`src/rtl/delay_line_pkg.sv`:
```
// Shared constants, helper function and stage record for the delay line.
// Imported by dl_stage and param_delay_line.
package delay_line_pkg;

    localparam int DL_WIDTH_DEF = 8;
    localparam int DL_DEPTH_DEF = 4;

    // Ceiling log2; returns 0 for n <= 1.
    function automatic int clog2(input int n);
        int r;
        r = 0;
        while ((1 << r) < n) r++;
        return r;
    endfunction

    typedef struct packed {
        logic                    valid;
        logic [DL_WIDTH_DEF-1:0] data;
    } dl_rec_t;

endpackage

```
`src/rtl/dl_stage.sv`:
```
// One {valid, data} register of the delay line.
// Priority on each edge: rst > flush > en > hold.
module dl_stage
    import delay_line_pkg::*;
#(
    parameter int WIDTH = DL_WIDTH_DEF
) (
    input  logic             clk,
    input  logic             rst,
    input  logic             flush,
    input  logic             en,
    input  logic [WIDTH-1:0] d,
    input  logic             v,
    output logic [WIDTH-1:0] q,
    output logic             q_valid
);

    typedef struct packed {
        logic             valid;
        logic [WIDTH-1:0] data;
    } stage_t;

    stage_t r;

    // Flush clears only the valid bit; data is left in place.
    always_ff @(posedge clk) begin
        if (rst) begin
            r <= '0;
        end else if (flush) begin
            r.valid <= 1'b0;
        end else if (en) begin
            r <= '{valid: v, data: d};
        end
    end

    assign q       = r.data;
    assign q_valid = r.valid;

endmodule

```
`src/rtl/param_delay_line.sv`:
```
// DEPTH-stage WIDTH-bit delay line with valid, stall, flush, tap and fill count.
// Define DELAY_LINE_ZERO_INVALID_EN to force d_out/tap_out to 0 when invalid.
module param_delay_line
    import delay_line_pkg::*;
#(
    parameter  int WIDTH = DL_WIDTH_DEF,
    parameter  int DEPTH = DL_DEPTH_DEF,
    localparam int TAP_W = (clog2(DEPTH) < 1) ? 1 : clog2(DEPTH),
    localparam int CNT_W = clog2(DEPTH + 1)
) (
    input  logic             clk,
    input  logic             rst,
    input  logic             en,
    input  logic             flush,
    input  logic [WIDTH-1:0] d_in,
    input  logic             d_valid,
    input  logic [TAP_W-1:0] tap_sel,
    output logic [WIDTH-1:0] d_out,
    output logic             d_out_valid,
    output logic [WIDTH-1:0] tap_out,
    output logic             tap_valid,
    output logic [CNT_W-1:0] fill_cnt
);

    logic [WIDTH-1:0] data [DEPTH];
    logic [DEPTH-1:0] valid;
    logic [WIDTH-1:0] tap_raw;
    logic             tap_raw_v;
    logic [CNT_W-1:0] cnt;

    for (genvar i = 0; i < DEPTH; i++) begin : g_stage
        if (i == 0) begin : g_head
            dl_stage #(.WIDTH(WIDTH)) u_stage (
                .clk     (clk),
                .rst     (rst),
                .flush   (flush),
                .en      (en),
                .d       (d_in),
                .v       (d_valid),
                .q       (data[i]),
                .q_valid (valid[i])
            );
        end else begin : g_body
            dl_stage #(.WIDTH(WIDTH)) u_stage (
                .clk     (clk),
                .rst     (rst),
                .flush   (flush),
                .en      (en),
                .d       (data[i-1]),
                .v       (valid[i-1]),
                .q       (data[i]),
                .q_valid (valid[i])
            );
        end
    end

    // Tracks popcount(valid) incrementally: one in, one out per shift.
    always_ff @(posedge clk) begin
        if (rst || flush) begin
            cnt <= '0;
        end else if (en) begin
            cnt <= cnt + CNT_W'(d_valid) - CNT_W'(valid[DEPTH-1]);
        end
    end

    assign fill_cnt = cnt;

    always_comb begin
        tap_raw   = '0;
        tap_raw_v = 1'b0;
        for (int i = 0; i < DEPTH; i++) begin
            if (tap_sel == TAP_W'(i)) begin
                tap_raw   = data[i];
                tap_raw_v = valid[i];
            end
        end
    end

    assign d_out_valid = valid[DEPTH-1];
    assign tap_valid   = tap_raw_v;

`ifdef DELAY_LINE_ZERO_INVALID_EN
    assign d_out   = valid[DEPTH-1] ? data[DEPTH-1] : '0;
    assign tap_out = tap_raw_v ? tap_raw : '0;
`else
    assign d_out   = data[DEPTH-1];
    assign tap_out = tap_raw;
`endif

endmodule

```
`config.mk`:
```
export PLATFORM = sky130hd
export DESIGN_NAME = param_delay_line
export DESIGN_NICKNAME = d
export VERILOG_FILES = /design/src/rtl/delay_line_pkg.sv /design/src/rtl/dl_stage.sv /design/src/rtl/param_delay_line.sv
export SDC_FILE = /design/constraint.sdc
export NUM_CORES = 1
export LEC_CHECK = 0
export ABC_AREA = 1
export CORE_ASPECT_RATIO = 0.75
export CORE_MARGIN = 5
export CORE_UTILIZATION = 35
export CTS_CLUSTER_DIAMETER = 200
export CTS_CLUSTER_SIZE = 20
export DETAILED_ROUTE_END_ITERATION = 6
export PLACE_DENSITY = 0.68
export SLEW_MARGIN = 40
export SYNTH_ARGS = -nofsm -noshare
export SYNTH_HDL_FRONTEND = slang
export SYNTH_HIERARCHICAL = 1
export SYNTH_SLANG_ARGS = --single-unit
```
`constraint.sdc`:
```
create_clock -name clk -period 2.23 [get_ports clk]
set_input_delay 0.446 -clock clk [delete_from_list [all_inputs] [get_ports clk]]
set_output_delay 0.446 -clock clk [all_outputs]
set_load 0.02 [all_outputs]
```
==> results_dict.tcl, run 1 <==
set metrics [dict create \
    skew_ps 3.75 \
    maxCapViolations 0 \
    finalCritPeriodShare_pct 89.2 \
    report.final.slew_viol_count 0 \
    synthDistinctLibCells 15 \
    wl_per_cell_um 10.2 \
    dp_hpwl_mm 3.38 \
    drtIter0Drc 89 \
    slowest_stage "dlygate4sd2_1" \
    grtUsageTotal_pct 13.2 \
    slew_headroom_pct 81.6 \
    cts_hold_buf 0 \
    setup_violations 0 \
    final.min_clock_period_ps 1990 \
    startpoint "tap_sel[1]" \
    netlist_area_um2 1980 \
    crit_type "in2out" \
    wl_mm 4.38 \
    hp-start "g_stage[0].g_head.u_stage/q_valid" \
    num_antenna_cells 0 \
    cts_max_level 2 \
    gp_congestion 0.808 \
    worst_slew_pin_slew_ps 275 \
    grt_max_degree 47 \
    grt_setup_unrepaired "no" \
    core_area_um2 5410 \
    p_per_area_nw_per_um2 596 \
    die_height_um 75.2 \
    critPathBufInv 3 \
    worst_slack_ps 242 \
    ir_worst_vdd_mv 0.236 \
    worst_setup_path_start_kind "input pin" \
    p_leak_nw 1.11 \
    synth_top_area_share_pct 39.3 \
    dpl.cell_count 419 \
    r2r_start "fill_cnt[0]" \
    io_buffers 35 \
    via_count 1821 \
    grt_antenna_before_repair 0 \
    insertion_delay_ps 280 \
    clock_sinks 39 \
    grt_pass1_vias 1737 \
    crit_chain "dlygate4sd2_1 > inv_2 > nor2_4 > nand2_1 > nand4_1 > dlygate4sd2_1" \
    ys_seq_elements 39 \
    fmax_mhz 503 \
    num_rows 23 \
    cts_tree "yes" \
    cpLargestDelayFamily "buffers and inverters" \
    post-place-ws_ps -328 \
    hold_viol_final 0 \
    cts_root_buf "clkbuf_8" \
    yosys_warnings 6 \
    layout-drive-gt1-share_pct 7.67 \
    first_pass_iters 4 \
    clk_pin_slew_ps 70 \
    area_growth_pct 25.7 \
    seqCellArea_um2 781 \
    grt-ovfl-total 0 \
    layout.nets 369 \
    syn_inst 310 \
    crit_path_max_incr_delay_ps 340 \
    antenna_left 0 \
    drc 0 \
    start_util_pct 36.7 \
    cp.arrival_ps 1540 \
    end_kind "output pin" \
    worst_ep_required_time_ps 1780 \
    hold_class "reg2reg" \
    layout_common_cells "85 x nand2_1, 69 x nor2_1, 39 x dfxtp_1" \
    grt_pass1_wl_mm 8.00 \
    multi_input_area_um2 960 \
    cts_buffer_depth 2 \
    place_area_um2 2420 \
    die_x_um 96.9 \
    fin_cells 427 \
    syn_area_per_cell_um2 6.40 \
    final_cell_area_um2 2490 \
    numCtsBuffers 5 \
    synth_area_leader_cell "dfxtp_1" \
    vias_per_cell 4.26 \
    cp_common_cell "dlygate4sd2_1" \
    synth_fp_nets 328 \
    nFillCells 578 \
    final_common_cell "nand2_1" \
    synth_area_leaders "dfxtp_1 39%, nand2_1 16%, nor2_1 13%" \
    crit_fanout 9 \
    outcome "finished clean" \
    dieArea_um2 7290 \
    ys_seq_area_share_pct 39.3 \
    total_power_mw 1.49 \
    io_pins 36 \
]
-- per-layer routing --
layer	vias to the layer above	wire length, µm	GRT usage, %
met3	2	279	3.98
met1	760	2180	17.1
li1	1025	-	-
met5	-	0	0
met2	34	1900	22.2
met4	0	14	2.80
-- cell type report --
class                           instances  share of cell area, %
Clock buffer                            7                   3.06
Multi-Input combinational cell        214                   38.5
Sequential cell                        39                   31.3
Inverter                               53                   8.03
Clock inverter                          1                  0.201
Tap cell                               75                   3.76
Timing Repair Buffer                   38                   15.2
-- cell families after synthesis --
family,share of synthesized area (%)
DFF,39.3
adders and majority gates,2.27
and+or+nand+nor,44.1
buffers and inverters,12.3
AOI/OAI and AO/OA,2.02
-- synthesized netlist by cell type --
master and number:
inv_1 38, nor2_2 1, nor2_4 6, nor2_1 69, fa_1 1, nand2_1 85, a21oi_1 6, ha_1 2
nand4_1 10, clkinv_1 5, buf_6 4, dfxtp_1 39, inv_2 10, o21ai_0 2, nand3_1 32
-- tightest hold or removal path: cells and delay by family (launching register included) --
family	cells	cell delay, ps
AOI/OAI and AO/OA	1	50
DFF	1	330
and+or+nand+nor	1	60
-- registers in the layout (all words and copies together) (netlist names) --
signal,cells
g_stage.g_head.u_stage/q_valid,1
g_stage.g_body.u_stage/q_valid,3
fill_cnt,3
g_stage.g_head.u_stage/q,8
g_stage.g_body.u_stage/q,24
-- through the flow --
step                      utilization (%)  setup TNS, ps  hold slack, ps
after floorplan                         -              0             445
after global placement               44.7          -2650             462
after detailed placement             44.7          -2790             467
after CTS                            46.1              0             477
after global routing                 46.1              0             498
final                                46.1              0             474
-- final timing paths --
| check | endpoint | slack [ps] | depth (start not counted) |
|---|---|---|---|
| worst max-delay path | tap_out[7] | 240 | 6 |
| worst min-delay path | g_stage[1].g_body.u_stage/q_valid | 470 | 2 |
| worst max register to register | fill_cnt[2] | 480 | 11 |
| worst min register to register | g_stage[1].g_body.u_stage/q_valid | 470 | 2 |
-- power breakdown --
| part | switching, mW | internal, mW | leakage, nW | total (mW) |
|---|---|---|---|---|
| Clock | 0.222 | 0.219 | 0.0422 | 0.441 |
| Combinational | 0.160 | 0.116 | 0.743 | 0.276 |
| Sequential | 0.0341 | 0.736 | 0.320 | 0.770 |
-- what timing repair did --
action                                  4_1_cts  5_1_grt
resized for setup                            17        0
endpoints found under the setup margin        9        0
setup buffers                                 0        0
endpoints found under the hold margin         0        0
No activity file was read; power rests on OpenSTA's default activity.
==> run 2: changes to the inputs <==
SKIP_CTS_REPAIR_TIMING = 1   (was not set)
==> results_dict.tcl, run 2 (synthesis results as in run 1) <==
set metrics [dict create \
    outcome "finished clean" \
    crit_type "in2out" \
    worst_slew_pin_slew_ps 277 \
    min_delay_worst_endpoint "g_stage[1].g_body.u_stage/q_valid" \
    grt_antenna_before_repair 0 \
    vias_per_cell 4.23 \
    clock_sinks 39 \
    final_common_cell "nand2_1" \
    area_growth_pct 27.6 \
    grt_pass1_wl_mm 8.01 \
    maxCapViolations 0 \
    skew_ps 4.90 \
    cts_max_level 2 \
    drtIter0Drc 83 \
    worst_ep_required_time_ps 1780 \
    crit_fanout 9 \
    dieArea_um2 7290 \
    worst-r2r-cell-count 11 \
    dpl.cell_count 419 \
    grt_max_degree 47 \
    core_area_um2 5410 \
    slew_headroom_pct 81.5 \
    p_leak_nw 1.24 \
    io_buffers 35 \
    rrSetupSlack_ps 480 \
    drc 0 \
    worstHoldPathCells 2 \
    grtUsageTotal_pct 13.2 \
    wl_mm 4.42 \
    cts_root_buf "clkbuf_8" \
    p_per_area_nw_per_um2 591 \
    numCtsBuffers 5 \
    fin_cells 427 \
    layout-drive-gt1-share_pct 7.67 \
    layout_common_cells "85 x nand2_1, 69 x nor2_1, 39 x dfxtp_1" \
    worst_setup_path_start_kind "input pin" \
    setup_violations 0 \
    grt-ovfl-total 0 \
    post-place-ws_ps -328 \
    r2r_start "fill_cnt[0]" \
    postLayoutCoreUtil_pct 46.8 \
    timing.hold.ws_ps 474 \
    grt_setup_unrepaired "no" \
    worst_slack_ps 378 \
    tns_ps 0 \
    largest_register_ffs 24 \
    hold_class "reg2reg" \
    clk_pin_slew_ps 70 \
    ir_worst_vdd_mv 0.237 \
    via_count 1805 \
    dp_hpwl_mm 3.38 \
    num_rows 23 \
    grt_pass1_vias 1738 \
    fmax_mhz 540 \
    cts_tree "yes" \
    final.min_clock_period_ps 1850 \
    die_x_um 96.9 \
    hold_viol_final 0 \
    wl_per_cell_um 10.3 \
    insertion_delay_ps 280 \
    io_pins 36 \
    layout.nets 369 \
    first_pass_iters 4 \
    end_kind "output pin" \
    gp_congestion 0.808 \
    cts_buffer_depth 2 \
    r2r-end "fill_cnt[2]" \
    num_antenna_cells 0 \
    report.final.slew_viol_count 0 \
    cp.arrival_ps 1410 \
    hp-start "g_stage[0].g_head.u_stage/q_valid" \
    start_util_pct 36.7 \
    die_height_um 75.2 \
    antenna_left 0 \
    finalCritPeriodShare_pct 83.1 \
]
[run 2: cell types whose count changed in the layout (fill, tap and decap cells not counted)]
cell             before  now
dlymetal6s2s_1        0   11
dlygate4sd2_1         6    0
clkdlybuf4s15_1       5    0
clkinv_2              2    1
clkinvlp_4            0    1
[run 2: metal layers]
layer  share of wire [%]  global-route usage (%)
met5                   0                       0
met4                0.32                    2.80
met3                 4.8                    3.98
met2                  43                    22.2
met1                  51                    17.2
[run 2: per-stage QoR]
stage               cell area, µm²  total power, mW
finish                        2530             1.50
detailed placement            2420             1.07
global placement              2420             1.07
CTS                           2500             1.52
floorplan                     1980            0.955
global route                  2530             1.59
[run 2: area by class of cell]
| class | instances | area [µm²] |
|---|---|---|
| Clock inverter | 1 | 5.00 |
| Timing Repair Buffer | 38 | 413 |
| Multi-Input combinational cell | 214 | 960 |
| Sequential cell | 39 | 781 |
| Tap cell | 75 | 93.8 |
| Fill cell | 576 | 2880 |
| Inverter | 53 | 203 |
| Clock buffer | 7 | 76.3 |
[run 2: how the worst max path moves through the flow]
stage	start	endpoint	slack [ps]
CTS	tap_sel[1]	tap_out[1]	-330
floorplan	fill_cnt[0]	fill_cnt[2]	480
detailed placement	tap_sel[1]	tap_out[1]	-330
global placement	tap_sel[0]	tap_out[6]	-300
finish	tap_sel[1]	tap_out[1]	380
global route	tap_sel[0]	tap_out[5]	300
[run 2: worst max-delay path, cell delays in order]
cell            delay, ps
dlymetal6s2s_1        200
nand2_1               140
clkinvlp_4            170
nand2_1               100
nand4_1               120
dlymetal6s2s_1        230
[run 2: power breakdown]
group / total [mW] / internal (mW) / switching, mW / leakage [nW]
sequential: 0.770 / 0.735 / 0.0342 / 0.320
combinational: 0.282 / 0.122 / 0.160 / 0.879
clock: 0.443 / 0.219 / 0.224 / 0.0422
total: 1.50 / 1.08 / 0.419 / 1.24
